===== src/rtl/conv_scan_ctrl_pkg.sv =====
// conv_scan_ctrl_pkg: shared constants and the scan FSM state encoding for the
// 3x3 convolution front-end sequencer.
package conv_scan_ctrl_pkg;

  // Pixel width of the convolution data path (the sequencer passes it through)
  localparam int unsigned DATA_WIDTH     = 8;

  // Default frame geometry
  localparam int unsigned DEF_IMG_WIDTH  = 28;
  localparam int unsigned DEF_IMG_HEIGHT = 28;

  // Frame sequencer states
  typedef enum logic [2:0] {
    SCAN_IDLE  = 3'd0,
    SCAN_CLEAR = 3'd1,
    SCAN_FILL  = 3'd2,
    SCAN_RUN   = 3'd3,
    SCAN_DRAIN = 3'd4
  } scan_state_e;

endpackage


===== src/rtl/tag_delay.sv =====
// tag_delay: DEPTH-stage shift register of WIDTH-bit tags with a synchronous
// clear. It advances every cycle, and dout is the output of stage DEPTH-1.
// Ports: clk, clr (synchronous clear of all stages), din (tag in), dout (tag out).
module tag_delay #(
  parameter int unsigned DEPTH = 2,
  parameter int unsigned WIDTH = 1
) (
  input  logic             clk,
  input  logic             clr,
  input  logic [WIDTH-1:0] din,
  output logic [WIDTH-1:0] dout
);

  logic [WIDTH-1:0] pipe_q [DEPTH];
  logic [WIDTH-1:0] pipe_d [DEPTH];

  // Shift by one stage per cycle
  always_comb begin
    pipe_d[0] = din;
    for (int unsigned i = 1; i < DEPTH; i++) begin
      pipe_d[i] = pipe_q[i-1];
    end
  end

  always_ff @(posedge clk) begin
    if (clr) begin
      for (int unsigned i = 0; i < DEPTH; i++) begin
        pipe_q[i] <= '0;
      end
    end else begin
      pipe_q <= pipe_d;
    end
  end

  assign dout = pipe_q[DEPTH-1];

endmodule


===== src/rtl/conv_scan_ctrl.sv =====
// conv_scan_ctrl: frame sequencer for the 3x3 convolution front end. It gates
// the pixel stream into line_buffer, tracks the raster position of each accepted
// pixel, pulses the line/window buffer clear, and qualifies which windows leaving
// window_buffer are geometrically valid.
// Ports:
//   clk, reset          sole clock; synchronous active-high reset
//   start               frame start request (honoured only in IDLE)
//   src_valid/src_ready pixel source handshake
//   lb_in_valid         accept strobe to line_buffer (combinational)
//   lb_clear            one-cycle clear pulse for the line/window buffers
//   win_keep/win_last   window qualifier and last-window flag
//   win_row/win_col     top-left coordinate of a kept window
//   busy, done          frame activity and completion pulse
//   stride2             only when CONV_STRIDE2_EN is defined: stride-2 window select
module conv_scan_ctrl
  import conv_scan_ctrl_pkg::*;
#(
  parameter int unsigned IMG_WIDTH  = DEF_IMG_WIDTH,
  parameter int unsigned IMG_HEIGHT = DEF_IMG_HEIGHT,
  parameter int unsigned WIN_LAT    = 2,
  parameter int unsigned CNT_W      = 8
) (
  input  logic             clk,
  input  logic             reset,
  input  logic             start,
  input  logic             src_valid,
`ifdef CONV_STRIDE2_EN
  input  logic             stride2,
`endif
  output logic             src_ready,
  output logic             lb_in_valid,
  output logic             lb_clear,
  output logic             win_keep,
  output logic             win_last,
  output logic [CNT_W-1:0] win_row,
  output logic [CNT_W-1:0] win_col,
  output logic             busy,
  output logic             done
);

  // Top-left coordinate of the last kept window for each stride
  localparam int unsigned LAST_R1 = IMG_HEIGHT - 3;
  localparam int unsigned LAST_C1 = IMG_WIDTH - 3;
  localparam int unsigned LAST_R2 = ((IMG_HEIGHT - 3) / 2) * 2;
  localparam int unsigned LAST_C2 = ((IMG_WIDTH - 3) / 2) * 2;

  // keep/last qualify the window; eof marks the final pixel of the frame
  typedef struct packed {
    logic             keep;
    logic             last;
    logic             eof;
    logic [CNT_W-1:0] row;
    logic [CNT_W-1:0] col;
  } tag_t;

  localparam int unsigned TAG_W = $bits(tag_t);

  scan_state_e      state_q, state_d;
  logic [CNT_W-1:0] row_q, row_d;
  logic [CNT_W-1:0] col_q, col_d;
  logic             src_ready_q, src_ready_d;
  logic             lb_clear_q, lb_clear_d;
  logic             busy_q, busy_d;
  logic             done_q, done_d;
  logic             stride2_q;

  logic             accept;
  logic             col_end, row_end;
  logic [CNT_W-1:0] rel_row, rel_col;
  logic [CNT_W-1:0] last_row, last_col;
  logic             stride_ok;
  logic             tag_clr;
  tag_t             tag_in, tag_out;

`ifdef CONV_STRIDE2_EN
  logic stride2_d;

  // Stride select is captured once per frame while clearing
  always_comb begin
    stride2_d = stride2_q;
    if (state_q == SCAN_CLEAR) begin
      stride2_d = stride2;
    end
  end

  always_ff @(posedge clk) begin
    if (reset) begin
      stride2_q <= 1'b0;
    end else begin
      stride2_q <= stride2_d;
    end
  end
`else
  assign stride2_q = 1'b0;
`endif

  assign accept      = src_valid & src_ready_q;
  assign lb_in_valid = accept;

  assign col_end = (col_q == CNT_W'(IMG_WIDTH - 1));
  assign row_end = (row_q == CNT_W'(IMG_HEIGHT - 1));
  assign rel_row = row_q - CNT_W'(2);
  assign rel_col = col_q - CNT_W'(2);

  assign stride_ok = ~stride2_q | (~rel_row[0] & ~rel_col[0]);
  assign last_row  = stride2_q ? CNT_W'(LAST_R2) : CNT_W'(LAST_R1);
  assign last_col  = stride2_q ? CNT_W'(LAST_C2) : CNT_W'(LAST_C1);

  // Tag for the pixel accepted this cycle; idle cycles insert an all-zero tag
  always_comb begin
    tag_in     = '0;
    tag_in.eof = accept & col_end & row_end;
    if (accept && (row_q >= CNT_W'(2)) && (col_q >= CNT_W'(2)) && stride_ok) begin
      tag_in.keep = 1'b1;
      tag_in.row  = rel_row;
      tag_in.col  = rel_col;
      tag_in.last = (rel_row == last_row) && (rel_col == last_col);
    end
  end

  assign tag_clr = reset | (state_q == SCAN_CLEAR);

  tag_delay #(
    .DEPTH (WIN_LAT),
    .WIDTH (TAG_W)
  ) u_tag_delay (
    .clk  (clk),
    .clr  (tag_clr),
    .din  (tag_in),
    .dout (tag_out)
  );

  // Next-state, raster counters and registered output values
  always_comb begin
    state_d = state_q;
    row_d   = row_q;
    col_d   = col_q;
    done_d  = 1'b0;

    unique case (state_q)
      SCAN_IDLE: begin
        if (start) begin
          state_d = SCAN_CLEAR;
        end
      end
      SCAN_CLEAR: begin
        row_d   = '0;
        col_d   = '0;
        state_d = SCAN_FILL;
      end
      SCAN_FILL, SCAN_RUN: begin
        if (accept) begin
          if (col_end) begin
            col_d = '0;
            row_d = row_end ? '0 : row_q + CNT_W'(1);
          end else begin
            col_d = col_q + CNT_W'(1);
          end
          if ((state_q == SCAN_FILL) && (row_q >= CNT_W'(2))) begin
            state_d = SCAN_RUN;
          end
          if ((state_q == SCAN_RUN) && col_end && row_end) begin
            state_d = SCAN_DRAIN;
          end
        end
      end
      SCAN_DRAIN: begin
        // done is raised the cycle after the final tag leaves the pipe
        if (done_q) begin
          state_d = SCAN_IDLE;
        end else if (tag_out.eof) begin
          done_d = 1'b1;
        end
      end
      default: begin
        state_d = SCAN_IDLE;
      end
    endcase

    src_ready_d = (state_d == SCAN_FILL) || (state_d == SCAN_RUN);
    lb_clear_d  = (state_d == SCAN_CLEAR);
    busy_d      = (state_d != SCAN_IDLE);
  end

  always_ff @(posedge clk) begin
    if (reset) begin
      state_q     <= SCAN_IDLE;
      row_q       <= '0;
      col_q       <= '0;
      src_ready_q <= 1'b0;
      lb_clear_q  <= 1'b0;
      busy_q      <= 1'b0;
      done_q      <= 1'b0;
    end else begin
      state_q     <= state_d;
      row_q       <= row_d;
      col_q       <= col_d;
      src_ready_q <= src_ready_d;
      lb_clear_q  <= lb_clear_d;
      busy_q      <= busy_d;
      done_q      <= done_d;
    end
  end

  assign src_ready = src_ready_q;
  assign lb_clear  = lb_clear_q;
  assign busy      = busy_q;
  assign done      = done_q;
  assign win_keep  = tag_out.keep;
  assign win_last  = tag_out.last;
  assign win_row   = tag_out.row;
  assign win_col   = tag_out.col;

endmodule


===== config.mk =====
export PLATFORM = sky130hd
export DESIGN_NAME = conv_scan_ctrl
export DESIGN_NICKNAME = d
export VERILOG_FILES = /design/src/rtl/conv_scan_ctrl_pkg.sv /design/src/rtl/tag_delay.sv /design/src/rtl/conv_scan_ctrl.sv
export SDC_FILE = /design/constraint.sdc
export NUM_CORES = 1
export LEC_CHECK = 0
export BUFFER_PORTS_ARGS = -buffer_cell sky130_fd_sc_hd__buf_4
export CAP_MARGIN = 25
export CORE_UTILIZATION = 45
export CTS_CLUSTER_DIAMETER = 60
export CTS_CLUSTER_SIZE = 25
export DETAILED_ROUTE_END_ITERATION = 12
export SETUP_SLACK_MARGIN = 0.05
export SYNTH_ARGS = -nofsm -noshare
export SYNTH_HDL_FRONTEND = slang
export SYNTH_SLANG_ARGS = --single-unit

===== constraint.sdc =====
create_clock -name clk -period 5.6 [get_ports clk]
set_clock_uncertainty 0.05 [all_clocks]
set_input_delay 0 -clock clk [delete_from_list [all_inputs] [get_ports clk]]
set_output_delay 0 -clock clk [all_outputs]
set_load 0.01 [all_outputs]

==> results of run 1 <==
## metrics by stage
stage          utilization [%]  hold WS [ns]
6_report                  52.9         0.141
2_1_floorplan                -        0.0397
5_1_grt                   52.9         0.155
3_5_place_dp              48.8         0.234
3_3_place_gp              48.8         0.241
4_1_cts                   52.9         0.124
## kinds of logic (layout without fill, tap and decap cells)
| logic type | count (synthesis) | count (layout) | synth area share (%) |
|---|---|---|---|
| compound gates | 44 | 44 | 11.2 |
| xor+xnor | 13 | 13 | 4.36 |
| fa+ha+maj | 8 | 8 | 3.83 |
| buf+inv | 47 | 59 | 9.49 |
| flops | 61 | 61 | 46.8 |
| mux | 1 | 1 | 0.383 |
| simple gates | 114 | 114 | 24.0 |
## layout make-up
type                       count  area (um^2)  share of cell area [%]
tap                           72         90.1                    3.07
clock buffer                  11          131                    4.48
inverter                      15         56.3                    1.92
timing repair buffer          28          215                    7.34
sequential                    61         1220                    41.7
clock inverter                 5         75.1                    2.56
multi-input combinational    180         1140                    39.0
## path summary, 6_finish.rpt
kind / startpoint / to
hold reg to reg: u_tag_delay.pipe_d[0] / u_tag_delay.dout[0]
setup / recovery: row_q[1] / row_q[1]
hold / removal: src_valid / u_tag_delay.pipe_d[4]
setup reg to reg: row_q[1] / row_q[1]
## registers in the layout, summed over array words and instances, names as in the netlist
register,flops
busy,1
col_q,8
done,1
lb_clear,1
row_q,8
src_ready,1
state_q,3
u_tag_delay.dout,19
u_tag_delay.pipe_d,19
## power groups by stage
stage	combinational (mW)	clock (mW)	sequential, mW
after global routing	0.0383	0.442	0.443
after global placement	0.0328	0	0.452
after floorplan	0.0213	0	0.451
final	0.0337	0.412	0.442
after detailed placement	0.0327	0	0.452
after CTS	0.0339	0.420	0.442
## Yosys cell counts (4+ instances only)
| cell type | count |
|---|---|
| a2111oi_0 | 5 |
| a211oi_1 | 4 |
| a21oi_1 | 13 |
| a31oi_1 | 4 |
| and2_1 | 20 |
| buf_4 | 16 |
| clkbuf_1 | 12 |
| dfxtp_1 | 61 |
| ha_1 | 8 |
| inv_1 | 15 |
| nand2_1 | 10 |
| nand2b_1 | 4 |
| nand3_1 | 15 |
| nand4_1 | 4 |
| nor2_1 | 27 |
| nor3_1 | 10 |
| o21ai_0 | 7 |
| o31ai_1 | 4 |
| xnor2_1 | 12 |
## tightest hold or removal path: cells and delay by family
kind                   cells  cell delay [ns]
and+or+nand+nor            2             0.22
buffers and inverters      2             0.16
AOI/OAI and AO/OA          1             0.09
## repair_timing
action	in CTS	in global routing
hold buffers	2	0
hold endpoints to repair	20	0
buffers inserted	0	0
## metal layers
layer	vias to the layer above	track usage [%]
met4	0	10.6
met3	10	5.00
li1	994	-
met5	-	0
met2	47	28.4
met1	891	21.4
==> flow_summary.toml, run 1 <==
[run_status]
status = "finished, final reports clean"

[detailed_routing]
drt_iter0_drc = 87
wl_met1_mm = 2.27
viasPerCell = 5.22
first_pass_iters = 4
vias = 1942
top_layer_used = "met4"
wl_per_cell_um = 13.1
met3_length_um = 230
wl_met2_mm = 2.25
wl_mm = 4.87
ant_nets = 0
drc = 0

[worst_setup_path]
crit_buf_inv = 0
cp_num_cells = 5
crit_chain = "ha_1 -> and4b_1 -> a21oi_1 -> or4b_1 -> a21oi_1"
r2r_slack_ns = 3.18
crit_type = "reg2reg"
reg2reg_depth = 5
path_delay_family = "compound AO/OA/AOI/OAI gates"
worstSetupStartpointType = "flop"
critPathSlowestCell = "a21oi_1"
cpMostUsedCell = "a21oi_1"
max_stage_delay_ns = 0.72
worstPathRequired_ns = 5.83
cp-end-kind = "flop"
crit_fanout = 12
worstPathArrival_ns = 2.65

[sta]
hold_violations = 0
setup_viol = 0
fin_crit_sh_pct = 43.2
finalWorstSetupSlack_ns = 3.18
fmax_mhz = 413
slew-limit-headroom_pct = 40.1
min_period_ns = 2.42
rsz0062_at_grt = "false"
tightest_slew_ns = 0.898
setup_tns_ns = 0
drv_slew = 0

[pwr]
power_density_nw_per_um2 = 303
power_switching_mw = 0.190
p_leak_nw = 1.21
totalPowerFinal_mw = 0.888
pwr-share-seq_pct = 49.8
pwr-share-comb_pct = 3.8
ir_worst_vdd_mv = 0.149
clockPowerShare_pct = 46.4
switching_share_pct = 21.4
intPower_mw = 0.698

[final_layout]
syn_to_final_growth_pct = 12.3
drive_above_1_share_pct = 15.3
nNetsFinal = 307
layout_commonest_cell = "dfxtp_1"
final_cell_mix = "dfxtp_1 (61), nor2_1 (27), buf_4 (26)"
antenna_cells = 0
fin_area_um2 = 2930
layout.cells.non_filler = 372
fillers = 542

[placed_design]
place_congestion = 0.908
dp_slack_ns = 3.27
placed_cell_area_um2 = 2710
portBuffers = 26
dp_hpwl_mm = 3.26
place_inst = 354

[yosys]
async_flop_share_pct = 0
yosysUniqueCellTypes = 45
yosysTopAreaCell = "dfxtp_1"
synth-edff-count = 0
synthFlopType = "dfxtp_1"
ys_ff_latch = 61
ys_top_cells_by_area = "dfxtp_1 (47%), and2_1 (4.8%), buf_4 (4.6%)"
synth_cells = 288
ys_warn_count = 0
postSynthAreaPerCell_um2 = 9.07
synth_area_um2 = 2610
synth_top_area_share_pct = 46.8
synth-seq-area-share_pct = 46.8
syn_nets = 300

[clocking]
htree_levels = 3
cts_buffer_depth = 2
cts_tree = "yes"
cts_root_buf = "clkbuf_8"
clk_latency_ns = 0.34
cts_resized = 0
numCtsBuffers = 9
cts_sinks = 61
clkTransAtPathRegs_ns = 0.07

[die]
die-area_um2 = 6110
fp.dieH_um = 78.2
core.rowCount = 27
coreArea_um2 = 5540
start_util_pct = 47.1
die_w_um = 78.2
io_pins = 27

[global_routing]
grt_pass1_vias = 1768
grt_pass1_wl_mm = 8.32
grt_overflow_total = 0
grt.total_usage_pct = 17.9
grt_start_max_net_pins = 26
antenna_found_initial = 0

[worst_hold_path]
hold_path_class = "in2reg"
holdPathStages = 5

[job]
drv_cap = 0
(Power assumes the default switching activity.)
==> inputs of run 2 (changes only) <==
ABC_AREA = 1   (was unset)
PLACE_DENSITY = 0.66   (was unset)
clock period = 2.2 ns   (was 5.6 ns; I/O delays follow)
==> flow_summary.toml, run 2 <==
[yosys]
synth_area_um2 = 2710
synth_top_family_by_area = "simple AND/OR/NAND/NOR gates"
yosysTopAreaCell = "dfxtp_1"
yosysUniqueCellTypes = 30
synthMuxAreaShare_pct = 0
synth_compound_gate_area_share_pct = 4.44
synth_common_cells = "nor2_1 (70), dfxtp_1 (61), inv_1 (57), nand2_1 (55)"
synthAdderAreaFrac_pct = 3.70
synthFlopType = "dfxtp_1"
ys_ff_latch = 61
postSynthAreaPerCell_um2 = 7.56
async_flop_share_pct = 0
synth_cells = 358
ys_top_cells_by_area = "dfxtp_1 (45%), nor2_1 (9.7%), inv_1 (7.9%)"
synth_top_area_share_pct = 45.1
yosysMostFrequentCell = "nor2_1"
ys_warn_count = 0
synth-seq-area-share_pct = 45.1
synth-edff-count = 0
synthXorXnorAreaFrac_pct = 2.59
synth-simple-area-share_pct = 29.2
syn_nets = 370

[final_layout]
drive_above_1_share_pct = 16.5
syn_to_final_growth_pct = 14.8
nNetsFinal = 389
antenna_cells = 0
final_cell_mix = "nor2_1 (70), dfxtp_1 (61), inv_1 (57)"
layout_commonest_cell = "nor2_1"
final_core_util_pct = 55.1
fin_area_um2 = 3110
layout.cells.non_filler = 453

[sta]
tightest_slew_ns = 0.472
setup_tns_ns = 0
setup_viol = 0
drv_slew = 0
slew-limit-headroom_pct = 68.3
finalWorstSetupSlack_ns = 0.458
min_period_ns = 1.74
rsz0062_at_grt = "false"
fmax_mhz = 574
whs_ns = 0.0546
hold_violations = 0
fin_crit_sh_pct = 79.2

[placed_design]
place_inst = 436
placed_cell_area_um2 = 2840
portBuffers = 26
dp_hpwl_mm = 3.38
place_congestion = 0.903
dp_slack_ns = 0.481

[global_routing]
grt_start_max_net_pins = 20
grt_overflow_total = 0
grt_pass1_wl_mm = 8.24
grt_pass1_vias = 1904
antenna_found_initial = 0
grt.total_usage_pct = 17.4

[detailed_routing]
wl_per_cell_um = 10.6
wl_mm = 4.79
drt_iter0_drc = 100
first_pass_iters = 4
drc = 0
vias = 2068
ant_nets = 0
viasPerCell = 4.57

[pwr]
power_density_nw_per_um2 = 817
pwr-share-seq_pct = 44.8
clockPowerShare_pct = 48.0
p_leak_nw = 1.43
power_switching_mw = 0.547
intPower_mw = 1.99
switching_share_pct = 21.5
totalPowerFinal_mw = 2.54
ir_worst_vdd_mv = 0.366
pwr-share-comb_pct = 7.2

[worst_setup_path]
r2r_start = "col_q[1]"
cpMostUsedCell = "nand2_1"
worstPathRequired_ns = 2.38
cp-end-kind = "flop"
startpoint = "col_q[1]"
crit_fanout = 9
worstSetupStartpointType = "flop"
max_stage_delay_ns = 0.46
critPathSlowestCell = "dfxtp_1"
crit_type = "reg2reg"
worstPathArrival_ns = 1.92
crit_chain = "ha_1 -> nand2_1 -> inv_1 -> nand2_1 -> nor2_4 -> inv_2 -> nand2_4 -> nand2_4 -> inv_4 -> nand2_1 -> nand3_1 -> nor2_1"

[job]
drv_cap = 0

[die]
io_pins = 27
die_w_um = 79.5
die-area_um2 = 6330
coreArea_um2 = 5640
core.rowCount = 27
start_util_pct = 47.9
fp.dieH_um = 79.5

[clocking]
cts_sinks = 61
clkTransAtPathRegs_ns = 0.06
cts_resized = 0
numCtsBuffers = 9
cts_tree = "yes"
post-cts-setup-buffers = 0
cts_buffer_depth = 2
htree_levels = 3
clk_latency_ns = 0.33
cts_root_buf = "clkbuf_8"

[worst_hold_path]
min-delay-start = "src_valid"
hold_path_class = "in2reg"

[run_status]
status = "finished, final reports clean"
[run 2: changes by cell type after synthesis, moves of 5 or more]
| cell | change |
|---|---|
| nor2_1 | +43 |
| nand2_1 | +45 |
| inv_1 | +42 |
| inv_2 | +5 |
| and2_1 | -20 |
| xnor2_1 | -11 |
| nand2_4 | +5 |
| xor2_1 | +6 |
| clkbuf_1 | -12 |
| a2111oi_0 | -5 |
[run 2: worst paths after layout]
| check | to | slack, ns | depth (start not counted) |
|---|---|---|---|
| setup reg to reg | row_q[3] | 0.46 | 12 |
| hold / removal | u_tag_delay.pipe_d[16] | 0.05 | 4 |
| hold reg to reg | u_tag_delay.dout[0] | 0.36 | 2 |
| setup / recovery | row_q[3] | 0.46 | 12 |
[run 2: area by class of cell]
class | instances | area [um^2]
Clock buffer | 11 | 151
Clock inverter | 4 | 95.1
Fill cell | 536 | 2530
Inverter | 64 | 245
Multi-Input combinational cell | 212 | 1080
Sequential cell | 61 | 1220
Tap cell | 72 | 90.1
Timing Repair Buffer | 29 | 223
[run 2: repair_timing]
action | CTS | global route
setup endpoints to repair | 0 | 0
hold endpoints to repair | 8 | 0
hold buffers | 2 | 0
[run 2: logic make-up (layout without fill, tap and decap cells)]
| kind of cell | after synthesis | after routing |
|---|---|---|
| compound gates | 22 | 22 |
| xor+xnor | 8 | 8 |
| buf+inv | 85 | 108 |
| fa+ha+maj | 8 | 8 |
| flops | 61 | 61 |
| simple gates | 174 | 174 |
[run 2: critical path, delay by kind of cell, from the launching register on]
kind | cells | cell delay (ns)
AND/OR/NAND/NOR | 8 | 0.65
flip-flops | 1 | 0.46
adder cells (fa/ha/maj) | 1 | 0.26
buffers and inverters | 3 | 0.23
[run 2: power by group through the flow]
stage / clock network (mW) / registers [mW] / logic [mW]
floorplan: 0 / 1.16 / 0.137
detailed placement: 0 / 1.16 / 0.180
global route: 1.30 / 1.14 / 0.205
finish: 1.22 / 1.14 / 0.183
CTS: 1.25 / 1.14 / 0.184
global placement: 0 / 1.16 / 0.180
[run 2: per-layer routing]
metal	up-vias	wire length, um	GRT usage (%)	part of all wire, %
met3	10	233	6.29	4.9
met4	0	74	10.4	1.5
met2	53	2150	26.5	45
li1	1119	-	-	-
met1	886	2330	21.0	49
met5	-	0	0	0
